**config.mk**
```make
export PLATFORM = sky130hd
export DESIGN_NAME = npc_seq_ctrl
export DESIGN_NICKNAME = d
export VERILOG_FILES = /design/src/rtl/npc_seq_ctrl.sv
export SDC_FILE = /design/constraint.sdc
export NUM_CORES = 1
export LEC_CHECK = 0
export BUFFER_PORTS_ARGS = -buffer_cell sky130_fd_sc_hd__buf_2
export CELL_PAD_IN_SITES_DETAIL_PLACEMENT = 0
export CELL_PAD_IN_SITES_GLOBAL_PLACEMENT = 1
export CORE_MARGIN = 4
export CORE_UTILIZATION = 27
export DETAILED_ROUTE_END_ITERATION = 8
export GPL_ROUTABILITY_DRIVEN = 0
export PLACE_DENSITY = 0.56
export SLEW_MARGIN = 20
export SYNTH_ARGS = -nofsm -noshare
export SYNTH_HDL_FRONTEND = slang
export SYNTH_SLANG_ARGS = --single-unit
```
**constraint.sdc**
```tcl
create_clock -name clk -period 2.25 [get_ports clk]
set_input_delay 0.225 -clock clk [delete_from_list [all_inputs] [get_ports clk]]
set_output_delay 0.225 -clock clk [all_outputs]
set_load 0.1 [all_outputs]
```
**src/rtl/npc_seq_ctrl.sv**
```systemverilog
// npc_seq_ctrl: multi-cycle sequencer for the single-issue NPC core.
// Owns the PC and walks each instruction through fetch request, fetch
// response, one cycle of combinational execute and one write-back cycle.
// Stops with a sticky status code on ebreak, illegal instruction or a fetch
// that never completes.
//
// state      | meaning
// -----------+-------------------------------------------------------------
// FETCH_REQ  | request at PC offered to memory until accepted
// FETCH_WAIT | request accepted, waiting for the instruction word
// EXEC       | inst on the datapath, exec_en high, flags sampled at the edge
// WB         | rf_wen high, PC advances (jump target or PC + 4)
// HALT       | absorbing, halt_code held until reset
//
// The first cycle after reset release sits in FETCH_REQ with the request
// still masked (r_live low), so every output reads its reset value during
// and immediately after reset and nothing leaves the block mid-release.

module npc_seq_ctrl #(
   parameter logic [63:0] RESET_PC = 64'h0000_0000_8000_0000,
   parameter int unsigned TIMEOUT  = 1024,
   parameter int unsigned CNT_W    = 64
) (
   input  logic             clk,
   input  logic             rst_n,
   output logic             ifu_req_valid,
   input  logic             ifu_req_ready,
   output logic [63:0]      ifu_req_addr,
   input  logic             ifu_rsp_valid,
   input  logic [31:0]      ifu_rsp_data,
   output logic [31:0]      inst,
   output logic             exec_en,
   input  logic             exec_ebreak,
   input  logic             exec_illegal,
   input  logic             exec_jump,
   input  logic [63:0]      exec_target,
   output logic             rf_wen,
   output logic             halt,
   output logic [1:0]       halt_code,
   output logic [CNT_W-1:0] cycle_cnt,
   output logic [CNT_W-1:0] instret_cnt
);

   localparam logic [2:0] ST_FETCH_REQ  = 3'd0;
   localparam logic [2:0] ST_FETCH_WAIT = 3'd1;
   localparam logic [2:0] ST_EXEC       = 3'd2;
   localparam logic [2:0] ST_WB         = 3'd3;
   localparam logic [2:0] ST_HALT       = 3'd4;

   localparam logic [1:0] CODE_RUN     = 2'b00;
   localparam logic [1:0] CODE_EBREAK  = 2'b01;
   localparam logic [1:0] CODE_ILLEGAL = 2'b10;
   localparam logic [1:0] CODE_TIMEOUT = 2'b11;

   // Wide enough to hold TIMEOUT itself; the halt fires before it could wrap.
   localparam int unsigned       TMO_W     = $clog2(TIMEOUT + 1);
   localparam logic [TMO_W-1:0]  TMO_LIMIT = TMO_W'(TIMEOUT);

   logic [2:0]       r_state;
   logic [2:0]       w_state_nxt;
   logic             r_live;
   logic [63:0]      r_pc;
   logic [31:0]      r_inst;
   logic             r_jump;
   logic [63:0]      r_target;
   logic [1:0]       r_halt_code;
   logic [1:0]       w_halt_code_nxt;
   logic [TMO_W-1:0] r_tmo;
   logic [TMO_W-1:0] w_tmo_inc;
   logic             w_fetching;
   logic             w_tmo_hit;
   logic             w_retire;
   logic [CNT_W-1:0] r_cycle;
   logic [CNT_W-1:0] r_instret;

   // Fetch timeout bookkeeping: one count per live cycle in either fetch state.
   assign w_fetching = r_live && ((r_state == ST_FETCH_REQ) || (r_state == ST_FETCH_WAIT));
   assign w_tmo_inc  = r_tmo + TMO_W'(1);
   assign w_tmo_hit  = w_fetching && (w_tmo_inc == TMO_LIMIT);

   // An ebreak retires (it completed); an illegal instruction does not.
   assign w_retire = ((r_state == ST_EXEC) && exec_ebreak) || (r_state == ST_WB);

   // Next-state and halt-cause selection.
   always_comb begin
      w_state_nxt     = r_state;
      w_halt_code_nxt = r_halt_code;
      case (r_state)
         ST_FETCH_REQ: begin
            if (r_live) begin
               if (w_tmo_hit) begin
                  w_state_nxt     = ST_HALT;
                  w_halt_code_nxt = CODE_TIMEOUT;
               end else if (ifu_req_ready) begin
                  w_state_nxt = ST_FETCH_WAIT;
               end
            end
         end
         ST_FETCH_WAIT: begin
            // A response arriving on the last allowed cycle still wins.
            if (ifu_rsp_valid) begin
               w_state_nxt = ST_EXEC;
            end else if (w_tmo_hit) begin
               w_state_nxt     = ST_HALT;
               w_halt_code_nxt = CODE_TIMEOUT;
            end
         end
         ST_EXEC: begin
            if (exec_ebreak) begin
               w_state_nxt     = ST_HALT;
               w_halt_code_nxt = CODE_EBREAK;
            end else if (exec_illegal) begin
               w_state_nxt     = ST_HALT;
               w_halt_code_nxt = CODE_ILLEGAL;
            end else begin
               w_state_nxt = ST_WB;
            end
         end
         ST_WB: begin
            w_state_nxt = ST_FETCH_REQ;
         end
         ST_HALT: begin
            w_state_nxt = ST_HALT;
         end
         default: begin
            w_state_nxt = ST_FETCH_REQ;
         end
      endcase
   end

   // State register, release mask, halt code and fetch timeout counter.
   always_ff @(posedge clk or negedge rst_n) begin
      if (!rst_n) begin
         r_state     <= ST_FETCH_REQ;
         r_live      <= 1'b0;
         r_halt_code <= CODE_RUN;
         r_tmo       <= '0;
      end else begin
         r_state     <= w_state_nxt;
         r_live      <= 1'b1;
         r_halt_code <= w_halt_code_nxt;
         if (w_state_nxt == ST_EXEC) begin
            r_tmo <= '0;
         end else if (w_fetching) begin
            r_tmo <= w_tmo_inc;
         end
      end
   end

   // Instruction latch, execute-result capture and PC advance.
   always_ff @(posedge clk or negedge rst_n) begin
      if (!rst_n) begin
         r_pc     <= RESET_PC;
         r_inst   <= '0;
         r_jump   <= 1'b0;
         r_target <= '0;
      end else begin
         if ((r_state == ST_FETCH_WAIT) && ifu_rsp_valid) begin
            r_inst <= ifu_rsp_data;
         end
         if (r_state == ST_EXEC) begin
            r_jump   <= exec_jump;
            r_target <= exec_target;
         end
         // Target bits [1:0] are kept as-is; PC + 4 wraps at 2^64.
         if (r_state == ST_WB) begin
            r_pc <= r_jump ? r_target : (r_pc + 64'd4);
         end
      end
   end

   // Free-running cycle counter (frozen in HALT) and retired-instruction counter.
   always_ff @(posedge clk or negedge rst_n) begin
      if (!rst_n) begin
         r_cycle   <= '0;
         r_instret <= '0;
      end else begin
         if (r_state != ST_HALT) begin
            r_cycle <= r_cycle + CNT_W'(1);
         end
         if (w_retire) begin
            r_instret <= r_instret + CNT_W'(1);
         end
      end
   end

   assign ifu_req_valid = r_live && (r_state == ST_FETCH_REQ);
   assign ifu_req_addr  = r_pc;
   assign inst          = r_inst;
   assign exec_en       = (r_state == ST_EXEC);
   assign rf_wen        = (r_state == ST_WB);
   assign halt          = (r_state == ST_HALT);
   assign halt_code     = r_halt_code;
   assign cycle_cnt     = r_cycle;
   assign instret_cnt   = r_instret;

endmodule

```
# After elaboration in Yosys (flattened, before gate mapping)
# Cells that the tools add are included.
# totals
output_inout_bits,230
inputBits,103
register_bits,306
wordCells,52
# op_classes
muxes,17
n_reduce_logical,11
addsub,4
eq_ne,10
# op_table
cell,count
$add A64 B1 Y64 const B,2
$add A64 B3 Y64 const B,1
$mux W64,1
$mux W11,2
$mux W3,7
$pmux W3 S4,1
$add A11 B1 Y11 const B,1
$eq A11 B11 Y1 const B,1
$mux W2,5
$eq A3 B2 Y1 const B,3
$pmux W2 S3,1
$logic_and A1 B1 Y1,5
$ne A2 B2 Y1 const B,2
$reduce_and A4 Y1,1
$eq A3 B1 Y1 const B,1
$eq A3 B3 Y1 const B,1
$logic_not A3 Y1,1
$ne A3 B1 Y1 const B,1
$ne A3 B3 Y1 const B,1
$reduce_bool A3 Y1,1
$logic_or A1 B1 Y1,2
$reduce_bool A2 Y1,1

# Logic depth before layout (Yosys ltp)
# Gate-level depths: netlist (run 1).
# depth
depth_word,9
depth_mapped,9
ltp_nobuf,7

# Worst setup path before layout (run 1)
# Ideal clock, no wire load.
# synth_path
path_type,register -> register
from,register r_pc[2] (netlist: ifu_req_addr[2])
to,register r_pc[60] (netlist: ifu_req_addr[60])
period_less_slack_ns,3.080
path_buffers,1
path_stages_with_launch,9
t_required_ns,2.103
setup_ns,0.147
slack_ns,-0.830
arrival_time_ns,2.934
cell_sequence,dfrtp_1 -> ha_1 -> and4_1 -> clkbuf_1 -> nand4_1 -> nor4_4 -> nand3_2 -> nor4b_2 -> a311oi_1
# synth_between
elab_chain_cells,2
# synth_lines
element,line_no,rtl
"start, declared",62,logic [63:0] r_pc;
"start signal, assigned",167,r_pc <= r_jump ? r_target : (r_pc + 64'd4);
$add A64 B3 Y64,167,
$mux W64,167,
# Every way passes these cells.
# A chain may end at the register's enable or synchronous reset.

# Worst setup path in the final report (run 1)
# layout_path
from,register r_pc[36] (netlist: ifu_req_addr[36])
to,register r_pc[60] (netlist: ifu_req_addr[60])
# The elaborated chain is that of the path after synthesis.

==> reports/metrics.yaml, run 1 <==
arrival_ns: 2.64
path_buf_inv: 0
path_clk_slew_ns: 0.06
crit_chain: "nand4_1 > or4_4 > nor4_4 > nand3_2 > nor4b_4 > a311oi_1"
cp-end-kind: "flop"
cts_sinks: 306
syn-num-nets: 1448
irDropWorstVdd_uv: 484
finalSetupViolCount: 0
rows: 84
hold-worst-slack_ns: 0.148
clock_latency_ns: 0.55
clockBufferDepth: 3
synthFlopType: "dfrtp_1"
reg2reg_slack_ns: 0.03
min-delay-start: "ifu_req_ready"
leakage_nw: 9.95
num-nets-final: 2001
synth_warnings: 0
initial_core_util_pct: 27.3
r2r_cells: 6
critical_path_required_ns: 2.67
syn_area_per_cell_um2: 10.8
wl_per_cell_um: 18.5
drt-pass1-iter-count: 4
antenna_found_initial: 7
post-route-period-util_pct: 98.6
min_to: "r_state[0]"
grt.total_usage_pct: 16.5
path_max_fanout: 4
ys_seq_area_share_pct: 53.1
synth_edf_count: 0
overflow: 0
synthCells: 1340
ys_async_sr_fraction_pct: 100
r2r_start: "ifu_req_addr[36]"
grt_setup_unrepaired: "true"
vias: 12500
areaGrowthSynthToFinish_pct: 45.3
fin_util_pct: 39.7
cts-root-buf: "clkbuf_16"
antenna_left: 0
cts-htree-levels: 2
post-dp-hpwl_um: 34700
hold_violations: 0
r2r-end: "ifu_req_addr[60]"
ys_types: 70
p_per_area_mw_per_mm2: 587
io-pin-count: 333
via_per_inst: 4.77
crit_family: "simple AND/OR/NAND/NOR gates"
ys_ff_latch: 306
status: "finished, final reports clean"
drt_iter0_markers: 454
finalCriticalPeriod_ns: 2.22
cts_tree: "yes"
postRouteWirelength_um: 48300
grt_max_degree: 47
clock-skew-final_ns: 0.0169
min_path_cells: 5
core_mm2: 0.0528
synthesis.area_mm2: 0.0144
slew_viol_final: 0
cts_buffers: 41
grt_pass1_vias: 12800
die_x_um: 239
drive_above_1_share_pct: 43.9
die_h_um: 239
maxCapViolations: 0
drc: 0
crit_type: "flop to flop"
min_path_type: "input port to flop"
worstMarginPinSlew_ns: 0.563
cp-start-kind: "flop"
critPathMaxStageDelay_ns: 0.60
crit_slowest_cell: "or4_4"
fp.dieArea_mm2: 0.0572
grt_pass1_wl_um: 75100
relSlewSlack_pct: 62.7
io_buffers: 332
fmax_ghz: 0.451
per-layer routing:
| layer | wire length, um | global-route usage [%] |
|---|---|---|
| met3 | 3010 | 4.58 |
| met4 | 1230 | 5.01 |
| met2 | 22600 | 26.4 |
| met5 | 41 | 0 |
| met1 | 21400 | 21.9 |
metrics by stage:
step / total power, mW / cell area [um^2] / std cells / setup slack (ns) / TNS [ns]
2_1_floorplan: 5.66 / 14900 / 1340 / -0.304 / -2.63
3_3_place_gp: 5.92 / 18300 / 2424 / -0.0668 / -0.117
3_5_place_dp: 5.92 / 18300 / 2424 / -0.0157 / -0.0225
4_1_cts: 12.6 / 20700 / 2603 / -0.00343 / -0.00343
5_1_grt: 12.8 / 21000 / 2616 / -0.0611 / -0.303
6_report: 12.3 / 21000 / 2618 / 0.0304 / 0
how the worst max path moves through the flow:
stage / start / endpoint / slack (ns) / depth (start not counted)
floorplan: ifu_req_addr[2] / ifu_req_addr[60] / -0.30 / 8
global placement: ifu_req_addr[31] / ifu_req_addr[51] / -0.07 / 6
detailed placement: ifu_req_addr[31] / ifu_req_addr[51] / -0.02 / 6
CTS: r_state[2] / cycle_cnt[53] / -0.003 / 7
global route: ifu_req_addr[36] / ifu_req_addr[60] / -0.06 / 6
finish: ifu_req_addr[36] / ifu_req_addr[60] / 0.03 / 6
worst register-to-register path, cell delays in order, from the launching register on:
cell and delay (ns):
dfrtp_4 0.43, nand4_1 0.14, or4_4 0.60, nor4_4 0.33, nand3_2 0.14, nor4b_4 0.32
a311oi_1 0.13
where the power goes:
part	switching, mW	leakage (nW)	total, mW	internal [mW]
clock	2.56	0.652	6.34	3.78
combinational	0.218	5.36	0.430	0.212
sequential	0.00880	3.93	5.52	5.51
total	2.79	9.95	12.3	9.50
state kept, by name, indices dropped and copies added (netlist names):
name	cells
cycle_cnt	64
r_live	1
r_state	3
r_jump	1
halt_code	2
r_tmo	11
r_target	64
ifu_req_addr	64
instret_cnt	64
inst	32
cell usage in the layout, fill, tap and decap left out, drive strengths merged, types with 43 or more instances in the layout:
cell type	instances
o21ai	57
nand3	79
xor2	54
dlygate4sd3	101
nor2	100
mux2	95
clkbuf	63
dfrtp	305
nand2	107
nand4	59
a21oi	55
buf	463
xnor2	85
nor3	43
cell type report:
type | instances | area, um^2
diodes | 4 | 10.0
clock buffers | 61 | 1220
clock inverters | 15 | 98.8
fillers | 5218 | 31800
inverters | 25 | 101
multi-input cells | 952 | 6730
flip-flops and latches | 306 | 8000
well taps | 688 | 861
repair buffers | 567 | 3930
synth_stat cells, types with 10 or more instances:
master    instances  area [um^2]
a31oi_1          10         62.6
xnor2_1          85          744
nand2_1         107          402
a21oi_1          55          275
and4_1           19          166
o21ai_0          57          285
inv_1            24         90.1
a311oi_1         11         96.3
o22ai_1          15         93.8
mux2_2           95         1070
clkbuf_1         45          169
or3_1            14         87.6
and3_1           33          206
nor2_1          100          375
nand4_1          55          344
dfrtp_1         305         7630
nand3_1          76          380
xor2_1           54          473
nor3_1           36          180
repair_timing:
action	4_1_cts	5_1_grt
cloned	1	2
gates resized for setup	9	32
hold buffers	101	0
hold endpoints to repair	230	0
endpoints found under the setup margin	12	65
pin swaps	1	23
buffers inserted	1	9
cells by family after synthesis:
kind of cell	Yosys count	share of synthesized area [%]
buffers and inverters	82	2.25
AND/OR/NAND/NOR	502	19.1
multiplexers	96	7.49
flip-flops	306	53.1
XOR/XNOR	139	8.44
other	1	0.0260
AO/OA/AOI/OAI	209	9.12
adder cells (fa/ha/maj)	5	0.434
Power figures use the tool's default switching activity.
==> run 2: changes to the inputs <==
--- a/config.mk
+++ b/config.mk
@@ -6,13 +6,13 @@
 export NUM_CORES = 1
 export LEC_CHECK = 0
 export BUFFER_PORTS_ARGS = -buffer_cell sky130_fd_sc_hd__buf_2
-export CELL_PAD_IN_SITES_DETAIL_PLACEMENT = 0
-export CELL_PAD_IN_SITES_GLOBAL_PLACEMENT = 1
+export CELL_PAD_IN_SITES_DETAIL_PLACEMENT = 1
+export CELL_PAD_IN_SITES_GLOBAL_PLACEMENT = 2
 export CORE_MARGIN = 4
 export CORE_UTILIZATION = 27
 export DETAILED_ROUTE_END_ITERATION = 8
 export GPL_ROUTABILITY_DRIVEN = 0
-export PLACE_DENSITY = 0.56
+export PLACE_DENSITY = 0.66
 export SLEW_MARGIN = 20
 export SYNTH_ARGS = -nofsm -noshare
 export SYNTH_HDL_FRONTEND = slang
==> run 2 against run 1 <==
Net effect:
- via count is 1.9% higher
- global-route usage is 1.3 points higher
- critical endpoint unchanged
- hold slack worse by 0.080 ns
- sequential share of layout area is 0.074 points higher
- routed wire length is 7.8% higher
- count of clock-buffer cells in the layout is 2 higher
- power is 0.31% higher
- worst setup slack worse by 0.0071 ns
- cell area is 0.21% lower
- clock skew is 0.0048 ns higher
- largest power group unchanged
- die area stayed put
==> reports/metrics.yaml, run 2 (synthesized netlist as in run 1, its figures left out) <==
cts-root-buf: "clkbuf_16"
grt.total_usage_pct: 17.8
worstMarginPinSlew_ns: 0.567
p_total_mw: 12.3
clock_latency_ns: 0.55
finalCriticalPeriod_ns: 2.23
rows: 84
io-pin-count: 333
drt_iter0_markers: 597
path_clk_slew_ns: 0.06
status: "finished, final reports clean"
post-dp-hpwl_um: 36800
maxCapViolations: 0
cts-htree-levels: 2
layout_common_cells: "327 x buf_2, 166 x dfrtp_1, 121 x buf_4"
grt_max_degree: 68
overflow: 0
place_inst: 2420
grt_pass1_vias: 13700
arrival_ns: 2.65
crit_slowest_cell: "dfstp_4"
r2r-end: "ifu_req_addr[60]"
p_per_area_mw_per_mm2: 590
fp.dieArea_mm2: 0.0572
num-nets-final: 1998
crit_chain: "nand3_4 > or4_4 > nor4_4 > nand3_2 > nor4b_2 > a311oi_1"
die_h_um: 239
cts_buffers: 40
cts_sinks: 306
slew_viol_final: 0
wl_per_cell_um: 20.0
hold-worst-slack_ns: 0.0673
clockBufferDepth: 3
areaGrowthSynthToFinish_pct: 45.0
hold_violations: 0
fillerInstances: 5891
leakage_nw: 9.91
io_buffers: 332
path_max_fanout: 4
critPathCapture: "ifu_req_addr[60]"
irDropWorstVdd_uv: 429
initial_core_util_pct: 27.3
reg2reg_slack_ns: 0.02
via_per_inst: 4.87
grt_setup_unrepaired: "true"
clock-skew-final_ns: 0.0217
core_mm2: 0.0528
crit_type: "flop to flop"
critical_path_required_ns: 2.67
min_path_type: "input port to flop"
mostFrequentLayoutCell: "buf_2"
setup_tns_ns: 0
r2r_cells: 6
postRouteWirelength_um: 52100
die_x_um: 239
fmax_ghz: 0.449
placed_area_mm2: 0.0182
stdcell_count: 2610
cp-end-kind: "flop"
vias: 12700
r2r_start: "ifu_req_addr[31]"
critPathMaxStageDelay_ns: 0.63
relSlewSlack_pct: 62.4
finalSetupViolCount: 0
cts_tree: "yes"
drc: 0
antenna_left: 0
design_area_mm2: 0.0209
crit_start: "ifu_req_addr[31]"
cp-start-kind: "flop"
grt_pass1_wl_um: 80900
post-route-period-util_pct: 99.0
antenna_found_initial: 3
drt-pass1-iter-count: 4
drive_above_1_share_pct: 43.8
run 2: worst min-delay path by stage:
stage / start / to / cells after the start
2_1_floorplan: rst_n / cycle_cnt[10] / 0
3_3_place_gp: rst_n / cycle_cnt[22] / 1
3_5_place_dp: rst_n / cycle_cnt[22] / 1
4_1_cts: ifu_rsp_valid / r_state[0] / 4
5_1_grt: ifu_rsp_valid / r_state[0] / 4
6_report: ifu_rsp_valid / r_state[0] / 4
run 2: repair_timing:
action	CTS	global route
endpoints found under the hold margin	228	0
pin swaps	4	15
gates cloned	2	1
hold buffers	100	0
gates resized for setup	11	34
endpoints found under the setup margin	27	61
buffers inserted	5	8
run 2: through the flow:
step	utilization [%]	setup slack [ns]
finish	39.6	0.0233
global route	39.6	-0.0310
CTS	39.2	0.00448
detailed placement	34.5	-0.153
global placement	34.5	-0.0165
floorplan	-	-0.304
run 2: layout make-up:
class	count	area [um^2]	area share (%)
clock inverters	9	100	0.479
inverters	25	98.8	0.473
repair buffers	565	3890	18.6
clock buffers	63	1200	5.73
flip-flops and latches	306	8000	38.3
multi-input cells	952	6760	32.3
well taps	688	861	4.12
diodes	2	5.00	0.0239
run 2: metal layers:
layer	vias up	part of all wire (%)	track usage (%)
met3	67	5.0	3.61
met5	-	0.025	0
met1	6474	45	24.0
met2	247	48	29.7
li1	5931	-	-
met4	2	1.9	4.01
run 2: report_power, final:
group,internal (mW),leakage [nW],switching [mW]
Clock,3.87,0.633,2.51
Sequential,5.51,3.93,0.00811
Combinational,0.202,5.35,0.223
Total,9.59,9.91,2.74
run 2: worst max-delay path, delay by kind of cell (launching register included):
family	cells	cell delay (ns)
DFF	1	0.63
AOI/OAI and AO/OA	1	0.13
and+or+nand+nor	5	1.33
==> run 3: changes to the inputs <==
--- a/config.mk
+++ b/config.mk
@@ -12,7 +12,7 @@
 export CORE_UTILIZATION = 27
 export DETAILED_ROUTE_END_ITERATION = 8
 export GPL_ROUTABILITY_DRIVEN = 0
-export PLACE_DENSITY = 0.66
+export PLACE_DENSITY_LB_ADDON = 0.25
 export SLEW_MARGIN = 20
 export SYNTH_ARGS = -nofsm -noshare
 export SYNTH_HDL_FRONTEND = slang
==> run 3 against run 2 <==
Net effect:
- critical path depth grew 1
- via count is 0.51% lower
- power shrank 1.1%
- cell count decreased by 0.15%
- clock power decreased by 2%
- global-route usage is 0.27 points lower
- combinational power up 0.9%
- worst setup slack better by 0.026 ns
- sequential share of layout area is essentially flat
- die area is the same
- hold slack improved by 0.020 ns
- cell area increased by 0.11%
- critical path type unchanged
- critical endpoint is now ifu_req_addr[41]
==> reports/metrics.yaml, run 3 (synthesized netlist as in run 1, its figures left out) <==
p_seq_share_pct: 45.3
drc: 0
status: "finished, final reports clean"
worstMarginPinSlew_ns: 0.610
r2r_start: "ifu_req_addr[31]"
multi_input_area_mm2: 0.00678
postRouteWirelength_um: 51100
grt_max_degree: 99
r2r-end: "ifu_req_addr[41]"
slew_viol_final: 0
path_clk_slew_ns: 0.06
p_sw_share_pct: 22.1
met3_usage_pct: 3.98
grt_pass1_vias: 13700
io_buffers: 332
place_inst: 2415
power.internal_mw: 9.50
maxCapViolations: 0
antenna_left: 0
die_x_um: 239
drive_above_1_share_pct: 43.9
grt_use_met1_pct: 23.0
drt-pass1-iter-count: 4
min_to: "r_state[0]"
path_max_fanout: 3
min-delay-start: "ifu_rsp_valid"
cts-htree-levels: 2
p_clk_share_pct: 51.2
clock-skew-final_ns: 0.0143
critical_path_required_ns: 2.67
r2r_cells: 7
cts_buffers: 39
reg2reg_slack_ns: 0.05
cp-start-kind: "flop"
fp.dieArea_mm2: 0.0572
cts_tree: "yes"
vias: 12700
via_per_inst: 4.86
grt_setup_unrepaired: "true"
arrival_ns: 2.62
antenna_found_initial: 4
num-nets-final: 1995
initial_core_util_pct: 27.3
die_h_um: 239
layout_common_cells: "327 x buf_2, 164 x dfrtp_1, 116 x buf_4"
cts_sinks: 306
finalSetupViolCount: 0
crit_type: "flop to flop"
grt.total_usage_pct: 17.5
p_sw_mw: 2.69
drt_iter0_markers: 472
busiest_layer: "met2"
p_per_area_mw_per_mm2: 582
clockBufferDepth: 3
core_mm2: 0.0528
rows: 84
clock_latency_ns: 0.54
relSlewSlack_pct: 59.4
stdcell_count: 2606
mostFrequentLayoutCell: "buf_2"
irDropWorstVdd_uv: 420
grt_pass1_wl_um: 80400
met2_usage_pct: 29.3
post-route-period-util_pct: 97.8
areaGrowthSynthToFinish_pct: 45.2
post-dp-hpwl_um: 36700
fillerInstances: 5904
fmax_ghz: 0.454
overflow: 0
hold_violations: 0
finalCriticalPeriod_ns: 2.20
min_path_cells: 4
io-pin-count: 333
combPwrFrac_pct: 3.5
cp-end-kind: "flop"
min_path_type: "input port to flop"
register_area_mm2: 0.00800
wl_per_cell_um: 19.6
leakage_nw: 9.97
p_total_mw: 12.2
cts-root-buf: "clkbuf_16"
==> run 3: layout make-up <==
| cell class | instances | area share (%) |
|---|---|---|
| well taps | 688 | 4.11 |
| clock buffers | 63 | 5.77 |
| inverters | 25 | 0.472 |
| repair buffers | 563 | 18.7 |
| multi-input cells | 952 | 32.4 |
| clock inverters | 8 | 0.329 |
| diodes | 1 | 0.0120 |
| flip-flops and latches | 306 | 38.2 |
==> run 3: power by group through the flow <==
stage,sequential [mW],clock [mW],combinational [mW]
after detailed placement,5.62,0,0.294
after CTS,5.52,6.52,0.436
after global placement,5.62,0,0.288
final,5.52,6.25,0.429
after global routing,5.51,6.72,0.478
after floorplan,5.66,0,0.00783
==> run 3: per-stage QoR <==
stage | hold WS [ns] | cell area [um^2] | utilization (%) | setup WS, ns | TNS, ns
after floorplan | -0.0706 | 14900 | - | -0.304 | -2.63
after global placement | 0.0567 | 18200 | 34.6 | -0.0235 | -0.0419
after detailed placement | 0.0561 | 18200 | 34.6 | -0.131 | -0.694
after CTS | 0.0345 | 20700 | 39.2 | -0.0269 | -0.0583
after global routing | 0.0642 | 20900 | 39.7 | -0.0414 | -0.170
final | 0.0869 | 20900 | 39.7 | 0.0494 | 0
==> run 3: how the worst max path moves through the flow <==
| stage | end | slack, ns | from | cells past startpoint |
|---|---|---|---|---|
| 2_1_floorplan | ifu_req_addr[60] | -0.30 | ifu_req_addr[2] | 8 |
| 3_3_place_gp | ifu_req_addr[50] | -0.02 | ifu_req_addr[31] | 7 |
| 3_5_place_dp | ifu_req_addr[50] | -0.13 | ifu_req_addr[31] | 7 |
| 4_1_cts | ifu_req_addr[60] | -0.03 | ifu_req_addr[31] | 6 |
| 5_1_grt | ifu_req_addr[59] | -0.04 | ifu_req_addr[2] | 9 |
| 6_report | ifu_req_addr[41] | 0.05 | ifu_req_addr[31] | 7 |
==> run 3: timing repair <==
item | CTS | global route
gates resized for setup | 14 | 36
pin swaps | 7 | 21
endpoints found under the setup margin | 27 | 62
endpoints found under the hold margin | 331 | 0
hold buffers | 100 | 0
cloned | 2 | 0
buffers inserted | 5 | 12
==> run 3: routing by layer <==
layer / part of all wire [%] / routed length, um
met1: 45 / 22900
met4: 2.0 / 1020
met5: 0.068 / 35
met2: 48 / 24700
met3: 5.0 / 2550
==> run 3: worst max-delay path, cell delays in order (launching register included) <==
cell	delay, ns
dfstp_4	0.63
nand3_4	0.08
or4_4	0.51
buf_4	0.16
buf_4	0.14
nor3_4	0.24
a31oi_1	0.13
o22a_1	0.20
